--- src/rtl/echo_pipe_pkg.sv ---
// echo_pipe_pkg
// Shared definitions for the Echo indication pipe: the 96-bit message layout
// (tag, meth and v fields), the tag value of a `heard` message, and the
// argument bundle replayed toward the indication interface.

package echo_pipe_pkg;

    // Field placement inside the serialized message
    localparam int TAG_LSB  = 0;
    localparam int TAG_W    = 32;
    localparam int METH_LSB = 32;
    localparam int METH_W   = 32;
    localparam int V_LSB    = 64;
    localparam int V_W      = 32;
    localparam int MSG_W    = TAG_W + METH_W + V_W;

    // Tag carried by a `heard(meth, v)` message
    localparam logic [TAG_W-1:0] TAG_HEARD = 32'd1;

    // Serialized message; the first member lands in the most significant bits
    typedef struct packed {
        logic [V_W-1:0]    v;
        logic [METH_W-1:0] meth;
        logic [TAG_W-1:0]  tag;
    } echo_msg_t;

    // Arguments of one `heard` call, as held in the buffer
    typedef struct packed {
        logic [METH_W-1:0] meth;
        logic [V_W-1:0]    v;
    } heard_args_t;

    localparam int HEARD_ARGS_W = $bits(heard_args_t);

    // Split a raw pipe word into its named fields
    function automatic echo_msg_t unpack_msg(input logic [MSG_W-1:0] raw);
        echo_msg_t m;
        m.tag  = raw[TAG_LSB  +: TAG_W];
        m.meth = raw[METH_LSB +: METH_W];
        m.v    = raw[V_LSB    +: V_W];
        return m;
    endfunction

endpackage

--- src/rtl/echo_pingpong_buf.sv ---
// echo_pingpong_buf
// Two-slot ping-pong buffer with strict FIFO order. The writer fills the slot
// under wr_sel and the reader drains the slot under rd_sel; both pointers
// toggle on every completed transfer, so a push and a pop in the same cycle
// always address different slots.

module echo_pingpong_buf #(
    parameter int W = 64
) (
    input  logic         CLK,
    input  logic         RST,
    input  logic         push,
    input  logic [W-1:0] push_data,
    input  logic         pop,
    output logic [W-1:0] pop_data,
    output logic         full,
    output logic         empty
);

    logic [1:0]   valid;
    logic         wr_sel;
    logic         rd_sel;
    logic [W-1:0] slot_data [2];

    logic         do_push;
    logic         do_pop;

    // The pointers keep the occupied slots contiguous starting at rd_sel, so
    // the slot under wr_sel is busy only when both are, and the slot under
    // rd_sel is idle only when neither is.
    assign full     = valid[wr_sel];
    assign empty    = !valid[rd_sel];
    assign pop_data = slot_data[rd_sel];

    // Requests against a full or empty buffer are ignored
    assign do_push = push && !full;
    assign do_pop  = pop && !empty;

    // Slot occupancy and the two pointers
    // NOTE: sequential state uses non-blocking assignments so every register
    // samples the pre-edge values regardless of statement order.
    always_ff @(posedge CLK or posedge RST) begin
        if (RST) begin
            valid  <= 2'b00;
            wr_sel <= 1'b0;
            rd_sel <= 1'b0;
        end else begin
            if (do_push) begin
                valid[wr_sel] <= 1'b1;
                wr_sel        <= ~wr_sel;
            end
            if (do_pop) begin
                valid[rd_sel] <= 1'b0;
                rd_sel        <= ~rd_sel;
            end
        end
    end

    // Payload storage
    // NOTE: the payload array has no reset; its contents are only observed
    // through a slot whose valid bit is set, and valid is reset.
    always_ff @(posedge CLK) begin
        if (do_push) begin
            slot_data[wr_sel] <= push_data;
        end
    end

endmodule

--- src/rtl/echo_indication_input.sv ---
// echo_indication_input
// Receive side of the Echo indication pipe. Accepts 96-bit messages from the
// transport pipe, keeps those tagged as `heard` in a two-slot ping-pong
// buffer and replays them in order as heard(meth, v) calls. Messages with any
// other tag are dropped and counted in a saturating counter.
//
// Build option: define ECHO_INDICATION_INPUT_BYPASS_EN to let a `heard`
// message arriving at an empty buffer fire in the same cycle, straight from
// the pipe (adds a combinational pipe-to-indication path).

module echo_indication_input #(
    parameter logic [31:0] TAG_HEARD = echo_pipe_pkg::TAG_HEARD,
    parameter int          CNT_W     = 16
) (
    input  logic                              CLK,
    input  logic                              RST,
    input  logic                              pipe_enq__ENA,
    input  logic [echo_pipe_pkg::MSG_W-1:0]   pipe_enq_v,
    output logic                              pipe_enq__RDY,
    output logic                              indication_heard__ENA,
    output logic [echo_pipe_pkg::METH_W-1:0]  indication_heard_meth,
    output logic [echo_pipe_pkg::V_W-1:0]     indication_heard_v,
    input  logic                              indication_heard__RDY,
    output logic [CNT_W-1:0]                  drop_count
);

    import echo_pipe_pkg::*;

    echo_msg_t   msg;
    heard_args_t in_args;
    heard_args_t buf_args;
    heard_args_t out_args;

    logic accept;
    logic tag_ok;
    logic good_accept;
    logic bad_accept;
    logic bypass;
    logic buf_push;
    logic buf_pop;
    logic buf_full;
    logic buf_empty;

    assign msg          = unpack_msg(pipe_enq_v);
    assign in_args.meth = msg.meth;
    assign in_args.v    = msg.v;

    // Ready depends only on registered occupancy and reset, never on the
    // downstream ready, so no combinational loop can form through the pipe.
    assign pipe_enq__RDY = !buf_full && !RST;

    assign accept      = pipe_enq__ENA && pipe_enq__RDY;
    assign tag_ok      = (msg.tag == TAG_HEARD);
    assign good_accept = accept && tag_ok;
    assign bad_accept  = accept && !tag_ok;

`ifdef ECHO_INDICATION_INPUT_BYPASS_EN
    // An empty buffer with a ready consumer lets the message skip storage
    assign bypass = good_accept && buf_empty && indication_heard__RDY;
`else
    assign bypass = 1'b0;
`endif

    assign buf_push = good_accept && !bypass;
    assign buf_pop  = !buf_empty && indication_heard__RDY;

    echo_pingpong_buf #(
        .W (HEARD_ARGS_W)
    ) u_buf (
        .CLK       (CLK),
        .RST       (RST),
        .push      (buf_push),
        .push_data (in_args),
        .pop       (buf_pop),
        .pop_data  (buf_args),
        .full      (buf_full),
        .empty     (buf_empty)
    );

    assign indication_heard__ENA = buf_pop || bypass;

    // Select the call arguments; they read as zero whenever no call fires
    // NOTE: every output of this block gets a default first, so no path
    // leaves a value unassigned and no latch is inferred.
    always_comb begin
        out_args = '0;
        if (bypass) begin
            out_args = in_args;
        end else if (buf_pop) begin
            out_args = buf_args;
        end
    end

    assign indication_heard_meth = out_args.meth;
    assign indication_heard_v    = out_args.v;

    // Saturating count of messages dropped for an unknown tag
    always_ff @(posedge CLK or posedge RST) begin
        if (RST) begin
            drop_count <= '0;
        end else if (bad_accept && (drop_count != {CNT_W{1'b1}})) begin
            drop_count <= drop_count + CNT_W'(1);
        end
    end

endmodule

--- config.mk ---
export PLATFORM = sky130hd
export DESIGN_NAME = echo_indication_input
export DESIGN_NICKNAME = d
export VERILOG_FILES = /design/src/rtl/echo_pipe_pkg.sv /design/src/rtl/echo_pingpong_buf.sv /design/src/rtl/echo_indication_input.sv
export SDC_FILE = /design/constraint.sdc
export NUM_CORES = 1
export LEC_CHECK = 0
export ABC_AREA = 1
export BUFFER_PORTS_ARGS = -buffer_cell sky130_fd_sc_hd__clkbuf_2
export CORE_AREA = 2 2 108 110
export DETAILED_ROUTE_END_ITERATION = 6
export DIE_AREA = 0 0 110 112
export PLACE_DENSITY = 0.83
export SYNTH_ARGS = -nofsm -noshare
export SYNTH_HDL_FRONTEND = slang
export SYNTH_SLANG_ARGS = --single-unit
--- constraint.sdc ---
create_clock -name CLK -period 4.5 [get_ports CLK]
set_input_delay 0.225 -clock CLK [delete_from_list [all_inputs] [get_ports CLK]]
set_output_delay 0.225 -clock CLK [all_outputs]
set_load 0.01 [all_outputs]
==> metrics.txt, run 1 <==
global placement routability congestion=0.819; Design Power=3320 uW; per-cell routed wire length=between 10 and 15 um; vias in the first global route=4,453; clk sink count=148; M1 GR Usage=0.252; Setup TNS Final=0 ns; Die X-Extent=110 um; Initial Utilization=0.533; ant diodes=0; Post-Layout Cell Count=898; met3 usage=0.0638; clock tree buffer depth=2; Hold WS=0.00960 ns; Seq/Total Area, Yosys=0.729; post-CTS setup repair buffer count=0; largest net degree at the start of global routing=66; vias per cell=4.97; post-placement cell count=843; final net count=844; antenna viol nets, final=0; HP Class=input port to register; post-synthesis cell type count=26; r2r setup slk=2.07 ns; crit path from=RST; worst slew pin tran=1.12 ns; clock transition at the registers of the reported paths=0.06 ns; busiest metal layer after global routing=met2; worst endpoint required time=~4.6 ns; final setup fails=0; layout cells sized above 1=0.291; WHS Path Cells=1; die area=12,300 um^2; clk_lat worst skew=a little over 0.4 ns; R2R Path End=u_buf.slot_data[1][35]; worst reg2reg path depth=8; Worst Setup Start Kind=input port; final hold viol count=0; Hold Path Sink=u_buf.slot_data[0][23]; most common cell after layout, fill and taps aside=nand2_1; synthesis-to-layout area growth=30.8%; syn_area_per_cell=around 11 um^2; Leak=between 0.003 and 0.004 uW; Hold Path Origin=pipe_enq_v[87]; RSZ-0062 raised after global routing=no; Slew headroom=0.255; detailed placement HPWL=roughly 8400 um; Pwr Density=426 nW/um^2; DRT iter0 DRCs=363; Crit Path Max Fanout=36; commonest non-fill, non-tap cells in the layout=nand2_1 (264), clkbuf_2 (181), edfxtp_1 (128); Total Routed Length=13,100 um; fill count=811; initial antenna violation count=0; total CTS buffers=17; core box area=approximately 11,000 um^2; Die Ht=around 110 um; Peak Freq=359 MHz; First-pass DRT Iterations=4; Final Slew Violations=0; Mapped Nets=634; DRC Markers=0; CTS Root Cell=clkbuf_16; max_cap viols=0; Global Route Usage Sum=0.217; Synth Warn #=0; cts hold-fix bufs=17; Post-CTS Resized=0; Period minus WS final=2.78 ns; grt met2 use=0.377; crit path kind=input port to register; Synth Register Bits=148; post-synthesis cell count=533; skew final=0.0109 ns; Worst setup EP type=register; status=finished clean; I/O Buffers=181; H-tree Lvls=4; FF-to-FF Start=u_buf.wr_sel; gr ovfl total=0; Tcrit/Tclk final=0.619; Max IR drop VDD=0.000303 V; Site Rows=39; IO Pins=about 180; CTS tree=built; Via Count=4,467; Syn Std Cell Area=~6000 um^2; CP arrival=~2.9 ns; first-pass GRT wire length=20,400 um
==> cells by family after synthesis <==
| family | count (synthesis) | synth area share |
|---|---|---|
| adder cells (fa/ha/maj) | 1 | 0.00210 |
| flip-flops | 148 | 0.729 |
| AO/OA/AOI/OAI | 8 | 0.00672 |
| AND/OR/NAND/NOR | 332 | 0.221 |
| buffers and inverters | 33 | 0.0248 |
| XOR/XNOR | 11 | 0.0162 |
==> routing by layer <==
layer	wire (um)	share of wire
met4	254	0.019
met1	5220	0.40
met5	0	0
met2	6820	0.52
met3	838	0.064
==> report_power, final <==
group / switching (uW) / internal (uW) / leakage, uW
Sequential: 33.2 / 1510 / 0.00142
Clock: 504 / 867 / 0.000268
Combinational: 241 / 160 / 0.00180
==> state kept, by name (all words and copies together), names as in the netlist <==
signal,cells
drop_count,16
u_buf.rd_sel,1
u_buf.slot_data,128
u_buf.valid,2
u_buf.wr_sel,1
==> worst max-delay path, stage by stage <==
cell and delay [ns]:
dlygate4sd3_1 0.54, clkbuf_2 0.10, inv_1 0.05, buf_4 0.27, nand2_1 0.10, nor2_2 0.10, nand2_1 0.13, inv_1 0.10
nand3_1 0.11, inv_2 0.58, buf_4 0.50
==> worst max-delay path by stage <==
stage / endpoint / depth (start not counted) / slack (ns)
after floorplan: u_buf.slot_data[0][0] / 7 / 1.52
after global placement: u_buf.slot_data[1][6] / 10 / 1.90
after detailed placement: u_buf.slot_data[0][58] / 10 / 1.81
after CTS: indication_heard_v[14] / 8 / 1.68
after global routing: indication_heard_v[14] / 8 / 1.39
final: u_buf.slot_data[1][35] / 11 / 1.72
==> synthesized netlist by cell type (all sizes together) <==
master	n	share of area
clkbuf	6	0.0038
edfxtp	128	0.64
nand3	22	0.019
and2	1	0.0011
nor2	40	0.029
xor2	4	0.0059
ha	1	0.0021
nand3b	2	0.0025
inv	16	0.010
nand4	1	0.0011
a21oi	3	0.0025
o21ai	5	0.0042
xnor2	7	0.010
dfrtp	20	0.084
nand2	265	0.17
buf	11	0.011
nor3	1	0.00084
==> through the flow <==
step           setup WS, ns  cell area [um^2]  utilization
2_1_floorplan          1.52              5960            -
3_3_place_gp           1.90              6980        0.625
3_5_place_dp           1.81              6980        0.625
4_1_cts                1.68              7720        0.691
5_1_grt                1.39              7790        0.698
6_report               1.72              7790        0.698
==> layout make-up <==
class | instances | area [um^2] | area share
flip-flops and latches | 148 | 4340 | 0.557
clock buffers | 22 | 444 | 0.0570
clock inverters | 9 | 130 | 0.0167
inverters | 16 | 60.1 | 0.00770
multi-input cells | 352 | 1470 | 0.188
repair buffers | 208 | 1170 | 0.150
well taps | 143 | 179 | 0.0230
(Power assumes the default switching activity.)
==> inputs of run 2 (changes only) <==
--- a/config.mk
+++ b/config.mk
@@ -5,12 +5,12 @@
 export SDC_FILE = /design/constraint.sdc
 export NUM_CORES = 1
 export LEC_CHECK = 0
-export ABC_AREA = 1
+export ABC_AREA = 0
 export BUFFER_PORTS_ARGS = -buffer_cell sky130_fd_sc_hd__clkbuf_2
-export CORE_AREA = 2 2 108 110
+export CORE_AREA = 2 2 110 112
 export DETAILED_ROUTE_END_ITERATION = 6
-export DIE_AREA = 0 0 110 112
-export PLACE_DENSITY = 0.83
+export DIE_AREA = 0 0 112 114
+export PLACE_DENSITY = 0.77
 export SYNTH_ARGS = -nofsm -noshare
 export SYNTH_HDL_FRONTEND = slang
 export SYNTH_SLANG_ARGS = --single-unit
==> constraint.sdc (replaced) <==
create_clock -name CLK -period 2.6 [get_ports CLK]
set_input_delay 0.13 -clock CLK [delete_from_list [all_inputs] [get_ports CLK]]
set_output_delay 0.13 -clock CLK [all_outputs]
set_load 0.01 [all_outputs]
==> metrics.txt, run 2 <==
status=finished clean; Internal Dissipation=between 4000 and 5000 uW; total CTS buffers=17; RSZ-0062 raised after global routing=no; predominant post-synthesis flop cell=edfxtp_1; Crit Path Max Fanout=34; DRT iter0 DRCs=237; Syn Std Cell Area=5640 um^2; HP Class=input port to register; worst endpoint required time=2.47 ns; CP max stage cell=and3b_2; H-tree Lvls=4; per-cell routed wire length=17.4 um; detailed placement HPWL=about 7800 um; Seq/Total Area, Yosys=0.771; final setup fails=0; sw power=1120 uW; ant diodes=0; antenna viol nets, final=0; Mapped Nets=~410; skew final=0.00793 ns; Die Ht=114 um; Total Routed Length=12,700 um; cell with the most instances after synthesis=edfxtp_1; sw frac=0.209; post-CTS setup repair buffer count=0; Post-synth EDFFs=~130; worst stage delay on the critical path=0.55 ns; Synth Warn #=0; First-pass DRT Iterations=4; Clock power frac=0.434; global placement routability congestion=around 0.78; CP arrival=slightly below 2 ns; clock transition at the registers of the reported paths=0.06 ns; final hold viol count=0; crit path kind=register to output port; worst slew pin tran=0.770 ns; Via Count=3,877; Leak=0.00328 uW; Synth top area share=0.682; clk sink count=between 100 and 150; CP bufs+invs=2; Reg with most FFs=u_buf.slot_data; dpl ws=0.506 ns; worst reg2reg path depth=4; Max IR drop VDD=0.000462 V; Post-CTS Resized=0; Die X-Extent=between 100 and 150 um; Final Slew Violations=0; I/O Buffers=roughly 180; final worst slack=0.486 ns; commonest non-fill, non-tap cells in the layout=clkbuf_2 (181), edfxtp_1 (128), dlygate4sd3_1 (65); Post-synth top cells=edfxtp_1 (128), a22o_1 (64), dfrtp_1 (20); Initial Utilization=0.481; synthesis-to-layout area growth=42.2%; layout cells sized above 1=0.416; Setup TNS Final=0 ns; Async S/R FF share, synth=0.135; Hold Path Sink=u_buf.rd_sel; syn_area_per_cell=18.2 um^2; FF-to-FF Start=u_buf.wr_sel; IO Pins=182; Hold Path Origin=indication_heard__RDY; first-pass GRT wire length=around 20,000 um; final net count=between 600 and 700; combinational power share=0.063; Synth area leaders=edfxtp_1 (68%), a22o_1 (9.9%), dfrtp_1 (8.9%); die area=~13,000 um^2; Peak Freq=473 MHz; post-synthesis cell type count=37; clk_lat worst skew=0.40 ns; post-placement cell count=633; Flop pwr share=0.503; gr ovfl total=0; post-synthesis cell count=310; Global Route Usage Sum=0.205; most common cell after layout, fill and taps aside=clkbuf_2; R2R Path End=u_buf.slot_data[1][51]; CP delay by family, top=simple AND/OR/NAND/NOR gates; biggest area consumer among synthesized cells=edfxtp_1; DRC Markers=0; Pwr Density=667 nW/um^2; CTS Root Cell=clkbuf_16; clock tree buffer depth=2; WHS Path Cells=3; Largest regs=u_buf.slot_data: 128 flops, drop_count: 16 flops, u_buf.valid: 2 flops; Site Rows=40; Tcrit/Tclk final=0.813; Period minus WS final=2.11 ns; vias in the first global route=4,049; max FFs per register=128; initial antenna violation count=0; Worst setup EP type=output port; cts hold-fix bufs=65; Post-Layout Cell Count=~730; Slew headroom=0.486; Critical Path, Cell by Cell=and3b_2 > buf_12 > a22o_1 > clkbuf_2; vias per cell=5.32; core box area=11,700 um^2; CTS tree=built; largest net degree at the start of global routing=47; max_cap viols=0; r2r setup slk=0.53 ns; Worst Setup Start Kind=register; Synth Register Bits=148
run 2: cell types whose count changed after synthesis, moves of 4 or more:
cell      previous run  this run
nor2_1              36         4
nand3_1             21         4
o21ai_0              4         0
xor2_1               4        14
buf_2                7         0
a22o_1               0        64
nand2_1            264         8
nor4_1               0         8
inv_1               14         3
nand4_1              1         6
clkbuf_1             6        10
xnor2_1              7         1
run 2: tightest hold or removal path: cells and delay by family:
family | cells | cell delay, ns
simple gates | 1 | 0.08
compound gates | 1 | 0.07
buf+inv | 1 | 0.12
run 2: area by class of cell:
type                            instances  area (um^2)
Timing Repair Buffer                  257         1690
Clock inverter                         12          130
Fill cell                             778         3690
Inverter                                3         11.3
Multi-Input combinational cell        143         1220
Tap cell                              147          184
Sequential cell                       148         4340
Clock buffer                           19          433
run 2: power groups by stage:
stage	registers, uW	logic [uW]	clock network [uW]
final	2690	338	2320
after CTS	2690	339	2360
after global placement	2730	248	0
after floorplan	2750	83.9	0
after detailed placement	2740	259	0
after global routing	2700	371	2480
run 2: cells by family (layout without fill, tap and decap cells):
kind of cell / after synthesis / count (layout) / share of synthesized area
adders and majority gates: 1 / 1 / 0.00222
AOI/OAI and AO/OA: 69 / 69 / 0.109
muxes: 3 / 3 / 0.00644
DFF: 148 / 148 / 0.771
xor gates and xnor gates: 15 / 15 / 0.0233
and+or+nand+nor: 55 / 55 / 0.0728
buffers and inverters: 19 / 291 / 0.0153
run 2: worst max-delay path by stage:
stage | end | cells past startpoint | start | slack (ns)
after floorplan | u_buf.slot_data[0][0] | 4 | u_buf.wr_sel | -0.51
after global placement | u_buf.slot_data[1][29] | 4 | u_buf.wr_sel | 0.55
after detailed placement | u_buf.slot_data[1][32] | 4 | u_buf.wr_sel | 0.51
after CTS | indication_heard_meth[5] | 4 | u_buf.rd_sel | 0.44
after global routing | indication_heard_meth[5] | 4 | u_buf.rd_sel | 0.36
final | indication_heard_meth[5] | 4 | u_buf.rd_sel | 0.49
run 2: through the flow:
stage | cell area [um^2] | util | hold slack, ns | total power (uW)
5_1_grt | 8020 | 0.685 | 0.0383 | 5550
3_3_place_gp | 6800 | 0.581 | 0.319 | 2980
4_1_cts | 8020 | 0.685 | 0.0194 | 5390
3_5_place_dp | 6800 | 0.581 | 0.322 | 3000
2_1_floorplan | 5650 | - | 0.0938 | 2830
6_report | 8020 | 0.685 | 0.0415 | 5350
run 2: metal layers:
| metal | track usage | part of all wire |
|---|---|---|
| met5 | 0 | 0 |
| met2 | 0.351 | 0.51 |
| met4 | 0.0732 | 0.016 |
| met1 | 0.237 | 0.39 |
| met3 | 0.0792 | 0.084 |
